[src/rtl/uart_tx_arb_pkg.sv]
// Shared types and defaults for the two-requester UART transmit arbiter.
// Holds the FSM state encoding and the default bus widths.
package uart_tx_arb_pkg;

    localparam int ADDR_W_DEF = 10;
    localparam int DATA_W_DEF = 8;

    typedef logic [1:0] req_vec_t;

    typedef enum logic [2:0] {
        S_IDLE      = 3'd0,
        S_READ      = 3'd1,
        S_LOAD      = 3'd2,
        S_WAIT_DONE = 3'd3,
        S_DONE      = 3'd4
    } state_t;

endpackage

[src/rtl/uart_tx_rr_arb2.sv]
// Two-input round-robin grant with last-grant memory.
// Grant is combinational; the history updates when a frame finishes.
module uart_tx_rr_arb2
    import uart_tx_arb_pkg::*;
(
    input  logic     i_clk,
    input  logic     i_reset,
    input  req_vec_t req,
    input  logic     update,
    input  logic     owner_is1,
    output req_vec_t gnt
);

    logic last1;

    // Requester 1 is "last" out of reset so requester 0 wins the first tie.
    always_ff @(posedge i_clk or negedge i_reset) begin
        if (!i_reset) begin
            last1 <= 1'b1;
        end else if (update) begin
            last1 <= owner_is1;
        end
    end

    always_comb begin
        gnt = 2'b00;
        if (req == 2'b11) begin
            gnt = last1 ? 2'b01 : 2'b10;
        end else begin
            gnt = req;
        end
    end

endmodule

[src/rtl/uart_tx_arb.sv]
// Arbitrates two frame memories onto one UART transmitter, byte by byte.
// Frame length is copied at grant so re-requests cannot disturb a frame.
module uart_tx_arb
    import uart_tx_arb_pkg::*;
#(
    parameter int ADDR_W = ADDR_W_DEF,
    parameter int DATA_W = DATA_W_DEF
) (
    input  logic              i_clk,
    input  logic              i_reset,
    input  logic              i_req0_wdone,
    input  logic [ADDR_W-1:0] i_req0_len,
    output logic              o_req0_ren,
    output logic [ADDR_W-1:0] o_req0_raddr,
    input  logic [DATA_W-1:0] i_req0_rdata,
    input  logic              i_req1_wdone,
    input  logic [ADDR_W-1:0] i_req1_len,
    output logic              o_req1_ren,
    output logic [ADDR_W-1:0] o_req1_raddr,
    input  logic [DATA_W-1:0] i_req1_rdata,
    output logic              o_tx_dv,
    output logic [DATA_W-1:0] o_tx_byte,
    input  logic              i_tx_done,
    output logic [1:0]        o_grant,
    output logic              o_frame_done,
    output logic [1:0]        o_drop
);

    state_t            state;
    state_t            state_nx;
    req_vec_t          pending;
    req_vec_t          set;
    req_vec_t          drop;
    req_vec_t          clr;
    req_vec_t          gnt;
    req_vec_t          owner;
    req_vec_t          drop_q;
    logic              take;
    logic              active;
    logic [ADDR_W-1:0] len0;
    logic [ADDR_W-1:0] len1;
    logic [ADDR_W-1:0] frame_len;
    logic [ADDR_W-1:0] idx;
    logic [ADDR_W-1:0] idx_inc;
    logic [DATA_W-1:0] tx_byte_q;
    logic [DATA_W-1:0] rdata_sel;

    assign set[0]  = i_req0_wdone && (i_req0_len != '0) && !pending[0];
    assign set[1]  = i_req1_wdone && (i_req1_len != '0) && !pending[1];
    assign drop[0] = i_req0_wdone && !set[0];
    assign drop[1] = i_req1_wdone && !set[1];

    assign take    = (state == S_IDLE) && (pending != 2'b00);
    assign clr     = take ? gnt : 2'b00;
    assign idx_inc = idx + {{(ADDR_W-1){1'b0}}, 1'b1};

    uart_tx_rr_arb2 u_rr (
        .i_clk     (i_clk),
        .i_reset   (i_reset),
        .req       (pending),
        .update    (state == S_DONE),
        .owner_is1 (owner[1]),
        .gnt       (gnt)
    );

    always_ff @(posedge i_clk or negedge i_reset) begin
        if (!i_reset) begin
            state <= S_IDLE;
        end else begin
            state <= state_nx;
        end
    end

    always_comb begin
        state_nx = state;
        unique case (state)
            S_IDLE:      if (take) state_nx = S_READ;
            S_READ:      state_nx = S_LOAD;
            S_LOAD:      state_nx = S_WAIT_DONE;
            S_WAIT_DONE: begin
                if (i_tx_done) begin
                    state_nx = (idx_inc == frame_len) ? S_DONE : S_READ;
                end
            end
            S_DONE:      state_nx = S_IDLE;
            default:     state_nx = S_IDLE;
        endcase
    end

    always_ff @(posedge i_clk or negedge i_reset) begin
        if (!i_reset) begin
            pending   <= 2'b00;
            drop_q    <= 2'b00;
            owner     <= 2'b00;
            len0      <= '0;
            len1      <= '0;
            frame_len <= '0;
            idx       <= '0;
            tx_byte_q <= '0;
        end else begin
            pending <= (pending & ~clr) | set;
            drop_q  <= drop;
            if (set[0]) len0 <= i_req0_len;
            if (set[1]) len1 <= i_req1_len;
            if (take) begin
                owner     <= gnt;
                frame_len <= gnt[1] ? len1 : len0;
                idx       <= '0;
            end else if (state == S_WAIT_DONE && i_tx_done) begin
                idx <= idx_inc;
            end
            if (state == S_DONE) owner <= 2'b00;
            if (state == S_LOAD) tx_byte_q <= rdata_sel;
        end
    end

    assign rdata_sel = owner[1] ? i_req1_rdata : i_req0_rdata;
    assign active    = (state == S_READ) || (state == S_LOAD) ||
                       (state == S_WAIT_DONE);

    assign o_req0_ren   = (state == S_READ) && owner[0];
    assign o_req1_ren   = (state == S_READ) && owner[1];
    assign o_req0_raddr = o_req0_ren ? idx : '0;
    assign o_req1_raddr = o_req1_ren ? idx : '0;

    // Byte is live from the memory in LOAD, then held until the next LOAD.
    assign o_tx_dv      = (state == S_LOAD);
    assign o_tx_byte    = (state == S_LOAD) ? rdata_sel : tx_byte_q;
    assign o_grant      = active ? owner : 2'b00;
    assign o_frame_done = (state == S_DONE);
    assign o_drop       = drop_q;

endmodule

[config.mk]
export PLATFORM = sky130hd
export DESIGN_NAME = uart_tx_arb
export DESIGN_NICKNAME = d
export VERILOG_FILES = /design/src/rtl/uart_tx_arb_pkg.sv /design/src/rtl/uart_tx_rr_arb2.sv /design/src/rtl/uart_tx_arb.sv
export SDC_FILE = /design/constraint.sdc
export NUM_CORES = 1
export LEC_CHECK = 0
export ABC_AREA = 1
export BUFFER_PORTS_ARGS = -buffer_cell sky130_fd_sc_hd__buf_2
export CORE_MARGIN = 2
export CORE_UTILIZATION = 35
export DETAILED_ROUTE_END_ITERATION = 8
export PLACE_DENSITY = 0.56
export REMOVE_ABC_BUFFERS = 1
export SLEW_MARGIN = 20
export SYNTH_ARGS = -nofsm -noshare
export SYNTH_HDL_FRONTEND = slang
export SYNTH_SLANG_ARGS = --single-unit
[constraint.sdc]
create_clock -name i_clk -period 1.8 [get_ports i_clk]
set_input_delay 0.18 -clock i_clk [delete_from_list [all_inputs] [get_ports i_clk]]
set_output_delay 0.18 -clock i_clk [all_outputs]
set_load 0.03 [all_outputs]
After elaboration in Yosys (flattened, before gate mapping)
Cells that the tools add are included.
- bits in registers: 58
- input port bits: 41
- output and inout bits: 36
- add/sub/neg operators: 1
- equality and inequality tests: 8
- multiplexer cells: 17
- bitwise gates (word level): 3
- reductions and logical operators: 23
- operators by type and width (cell ; count):
    two-way mux 10 bit ; 5
    nonzero test 10 bit ; 2
    two-way mux 8 bit ; 2
    two-way mux 2 bit ; 6
    one-hot mux 3 bit (4 select lines) ; 1
    adder 10 x 1 -> 10 bit, second input constant ; 1
    == test 10 bit ; 1
    logical AND 1 bit ; 10
    two-way mux 3 bit ; 3
    == test 3 x 2 -> 1 bit, second input constant ; 2
    nonzero test 2 bit ; 3
    zero test 1 bit ; 4
    != test 2 bit, second input constant ; 2
    == test 3 x 1 -> 1 bit, second input constant ; 1
    == test 3 bit, second input constant ; 1
    zero test 3 bit ; 1
    AND 2 bit ; 1
    == test 2 bit, second input constant ; 1
    logical OR 1 bit ; 2
    NOT 2 bit ; 1
    OR 2 bit ; 1
    AND reduction 2 bit ; 1

Logic depth before layout (Yosys ltp)
- depth in word-level cells: 6
- depth in mapped cells: 14
- gate-level depth less buffers: 14

Hierarchy
From an unflattened synthesis, not the netlist that was laid out.
- cells, all modules: 395
- area total of the unflattened synthesis: 2971.6 sq um
- by module, submodules not included (module ; times used ; cells an instance ; area each (sq um) ; seq. area each (sq um)):
    uart_tx_arb ; 1 ; 385 ; 2909.0 ; 1426.4
    uart_tx_rr_arb2 ; 1 ; 10 ; 62.6 ; 26.3

Worst setup path before layout
Ideal clock, no wire load.
- path type: register -> register
- start: register state[2]
- end: register tx_byte_q[6]
- arrival time: 2.400 ns
- slack: -0.812 ns
- cell stages (with the launch flop): 5
- buffers on the path: 1
- path through: dfrtp_1 -> nor3_1 -> inv_2 -> buf_6 -> o31ai_1
- longest elaborated chain between the ends: 2
- ends and longest elaborated chain (element ; line ; source):
    from (decl) ; uart_tx_arb.sv:29 ; state_t state;
    from (signal assigned) ; uart_tx_arb.sv:70 ; state <= state_nx;
    == test 3 x 2 -> 1 bit ; -- ;
    via o_tx_dv ; uart_tx_arb.sv:21 ; output logic o_tx_dv,
    two-way mux 8 bit ; -- ;
    via o_tx_byte[6] ; uart_tx_arb.sv:22 ; output logic [DATA_W-1:0] o_tx_byte,
    to (signal assigned) ; uart_tx_arb.sv:113 ; if (state == S_LOAD) tx_byte_q <= rdata_sel;
    to (decl) ; uart_tx_arb.sv:45 ; logic [DATA_W-1:0] tx_byte_q;
The timed path passes the listed nets, and every way through them passes these cells.
A chain may end at the register's enable or synchronous reset.

Final worst setup path
- start: register state[1]
- end: output o_tx_byte[2]
- longest elaborated chain between the ends: 2
- ends and longest elaborated chain (element ; line ; source):
    == test 3 x 2 -> 1 bit ; uart_tx_arb.sv:128 ; assign o_tx_byte = (state == S_LOAD) ? rdata_sel : tx_byte_q;
    two-way mux 8 bit ; uart_tx_arb.sv:128 ;
    to (decl) ; uart_tx_arb.sv:22 ;
Every way passes these cells.

==> results by stage <==
Detailed routing:
- The count of nets left with antenna violations after detail routing is 0.
- The routed layout has 2829 vias.
- The post-detailed-route DRC marker count is 0.
- In the routed layout, each cell is associated on average with a via count of 4.67.
- The post-detailed-routing wire length is 7.96 mm.
- The first routing iteration left 152 violations.
- The length of the first detailed-routing pass in iterations is 4.
- The average wire length per cell after detail routing is 13.1 µm.

Layout:
- For this run, the number of standard cells in the final layout without fillers is 606.
- Counting the fill cells in the layout gives 805.
- The post-synthesis to final-layout area growth is 42.3%.
- The post-route netlist has 32.3% of its cells at a drive strength greater than 1.
- The final antenna diode count is 0.
- At the end of the flow, the number of nets in the layout was 538.

STA:
- The count of endpoints failing hold in the final timing report is 0.
- The count of pins over their slew limit is 0.
- The fmax is 488 MHz.
- Setup violations remaining at the end of the flow were counted as 40.
- The final clock period utilization by the worst path is 114%.
- Setup repair after global routing could not meet its margin everywhere.
- Across the routed clock network, the largest skew measured is 0.00778 ns.
- Across all setup checks in the final design, the least slack found is -0.249 ns.
- The minimum hold slack is 0.102 ns.
- The max-slew headroom at the worst pin is 78.7%.
- The minimum period implied by the final worst setup slack is 2.05 ns.
- For the pin with the worst max-slew slack, the measured transition is 0.319 ns.

Synth:
- Counting every instance in the synthesized netlist gives 389.
- In the synthesized netlist the dominant register cell turns out to be sky130_fd_sc_hd__dfrtp_1.
- The count of flip-flops with a built-in enable after synthesis is 0.
- After synthesis the cells add up to 2940 µm².
- Ranked by instance count, the synthesized netlist is headed by sky130_fd_sc_hd__nand2_1 (82), sky130_fd_sc_hd__nor2_1 (60), sky130_fd_sc_hd__dfrtp_1 (57).
- The netlist uses 26 different library cells.
- After synthesis, the largest area contributor takes up 48.4% of total cell area.
- Yosys instantiated no cell more often than sky130_fd_sc_hd__nand2_1.
- The count of warnings emitted by yosys is 0.
- The share of synthesized registers carrying an async set or reset is 100%.
- The average instance in the mapped netlist occupies 7.57 µm².
- Of all cell types, the one taking the most synthesized area is sky130_fd_sc_hd__dfrtp_1.
- Synthesis inferred 58 register bits.
- In the post-synthesis netlist, the biggest area contributors are sky130_fd_sc_hd__dfrtp_1 (48%), sky130_fd_sc_hd__nand2_1 (10%), sky130_fd_sc_hd__nor2_1 (7.6%).
- For this run, the register share of the synthesized area comes to 49.3%.

Global routing:
- The wire length of the first global-routing pass is 12.8 mm.
- The aggregate global routing overflow is 0.
- The via count of the first global-routing pass is 2660.
- The total global-route track usage is 18.6%.
- The pin count of the biggest net entering global routing is 59.
- The number of antenna violations at the first check in global routing came to 0.

Hold path:
- The worst hold-check path type is input pin to register.

Placed design:
- Including well taps, the total number of placed cells is 568.
- Port buffering added 76 buffers.
- The half-perimeter wire length after placement is 5.11 mm.
- Routability-driven placement finished with a final weighted congestion of 0.804.

CTS:
- The worst-skew pair later-pin latency is 0.33 ns.
- The number of CTS-inserted buffers is 9.
- The clock-pin slew of the registers on the worst-case setup and hold paths is 0.06 ns.
- For this design, the sink count on the clock tree is 58.
- The clock passes through at most 2 buffers.
- The CTS H-tree depth is 3.
- The root buffer cell is sky130_fd_sc_hd__clkbuf_8.
- TritonCTS built the clock tree.

Setup path:
- STA classifies the critical path startpoint as a register.
- For the worst setup path, the data required time is 1.62 ns.
- The endpoint class of the critical path is an output port.
- Across all register-to-register paths, the minimum setup slack is -0.11 ns.
- At the worst endpoint, the arrival time is 1.87 ns.
- In this run the worst path has a maximum fanout of 8.
- The critical path is of the register to output port type.

Floorplanning:
- The core region is 8180 µm².
- The effective utilization at floorplan is 36.0%.
- The number of placement rows is 33.
- 77 I/O pins were placed.
- The floorplan die area is 9160 µm².
- The die is 95.7 µm tall.
- The die is 95.7 µm wide.

Power and ir drop:
- The cell leakage power is 2.07 nW.
- Dividing total power by cell area gives a power density of 1630 nW/µm².
- IR analysis of the VDD net gives a maximum drop of 0.639 mV.

Job:
- The total of max-cap violations is 0.

Run status:
- The checks that failed: negative setup slack.
- The run finished, with violations left.
[critical path, cell delays in order, from the launching register on]
cell	delay, ns
sky130_fd_sc_hd__dfrtp_1	0.45
sky130_fd_sc_hd__inv_2	0.08
sky130_fd_sc_hd__nor3_4	0.27
sky130_fd_sc_hd__clkinvlp_4	0.28
sky130_fd_sc_hd__o31ai_4	0.28
sky130_fd_sc_hd__buf_6	0.17
[per-stage QoR]
stage | setup slack (ns) | power (W) | TNS, ns | cell area [µm²] | util, %
2_1_floorplan | -0.794 | 0.00381 | -18.51 | 2870 | -
3_3_place_gp | 0.142 | 0.00459 | 0 | 3470 | 42.4
3_5_place_dp | 0.0777 | 0.00465 | 0 | 3470 | 42.4
4_1_cts | -0.138 | 0.00670 | -2.98 | 4070 | 49.7
5_1_grt | -0.345 | 0.00735 | -9.50 | 4190 | 51.3
6_report | -0.249 | 0.00685 | -5.66 | 4190 | 51.3
[worst paths after layout]
kind / start / endpoint / depth (start not counted)
max: state[1] / o_tx_byte[2] / 5
min: i_req1_len[4] / len1[4] / 3
max reg2reg: state[1] / idx[0] / 10
min reg2reg: tx_byte_q[7] / tx_byte_q[7] / 2
max in group asynchronous: i_reset / u_rr.last1 / 3
min in group asynchronous: i_reset / tx_byte_q[7] / 3
[layout by cell type (no fill, tap or decap), drive strengths merged]
cell type | netlist | final
nor4 | 4 | 4
o21ai | 38 | 38
a21oi | 14 | 14
dfstp | 1 | 1
clkinvlp | 0 | 1
dfrtp | 57 | 57
nand3 | 20 | 20
ha | 1 | 1
nor3 | 5 | 5
clkinv | 2 | 5
inv | 58 | 58
a21boi | 2 | 2
and2 | 1 | 1
dlygate4sd3 | 0 | 1
nand2 | 86 | 86
clkbuf | 5 | 15
buf | 7 | 104
nor2 | 65 | 65
nand4 | 2 | 2
o22ai | 13 | 13
o31ai | 8 | 8
[sequential cells by signal, summed over array words and instances, names as in the netlist]
| register | cells |
|---|---|
| frame_len | 10 |
| pending | 2 |
| state | 3 |
| len1 | 10 |
| tx_byte_q | 8 |
| owner | 2 |
| u_rr.last1 | 1 |
| o_drop | 2 |
| len0 | 10 |
| idx | 10 |
[where the power goes]
part           internal, W  switching [W]  total, W
Clock             0.000687       0.000500   0.00119
Sequential         0.00183       0.000276   0.00210
Combinational      0.00141        0.00215   0.00356
[logic make-up (layout without fill, tap and decap cells)]
kind of cell    count (synthesis)  after routing  synth area share (%)
compound gates                 75             75                  14.2
fa+ha+maj                       1              1                 0.425
flops                          58             58                  49.3
simple gates                  183            183                  25.9
buf+inv                        72            184                  10.2
[per-layer routing]
metal / track usage (%) / routed length, µm / vias to the layer above
met5: 0 / 0 / -
met1: 24.9 / 3720 / 1269
met4: 9.05 / 233 / 0
met3: 5.72 / 402 / 16
met2: 27.4 / 3610 / 82
li1: - / - / 1462
[area by class of cell]
class	count	area [µm²]	share of cell area, %
Clock buffer	15	196	4.69
Clock inverter	1	5.00	0.119
Inverter	60	243	5.79
Multi-Input combinational cell	259	1370	32.8
Sequential cell	58	1450	34.7
Tap cell	105	131	3.14
Timing Repair Buffer	105	764	18.2
Timing Repair inverter	3	25.0	0.597
[timing repair]
action,4_1_cts,5_1_grt
hold buffers,1,0
buffers inserted,14,4
gates resized for setup,76,26
cloned,3,0
setup endpoints to repair,28,54
hold endpoints to repair,57,0
pin swaps,1,4
(Power assumes the default switching activity.)
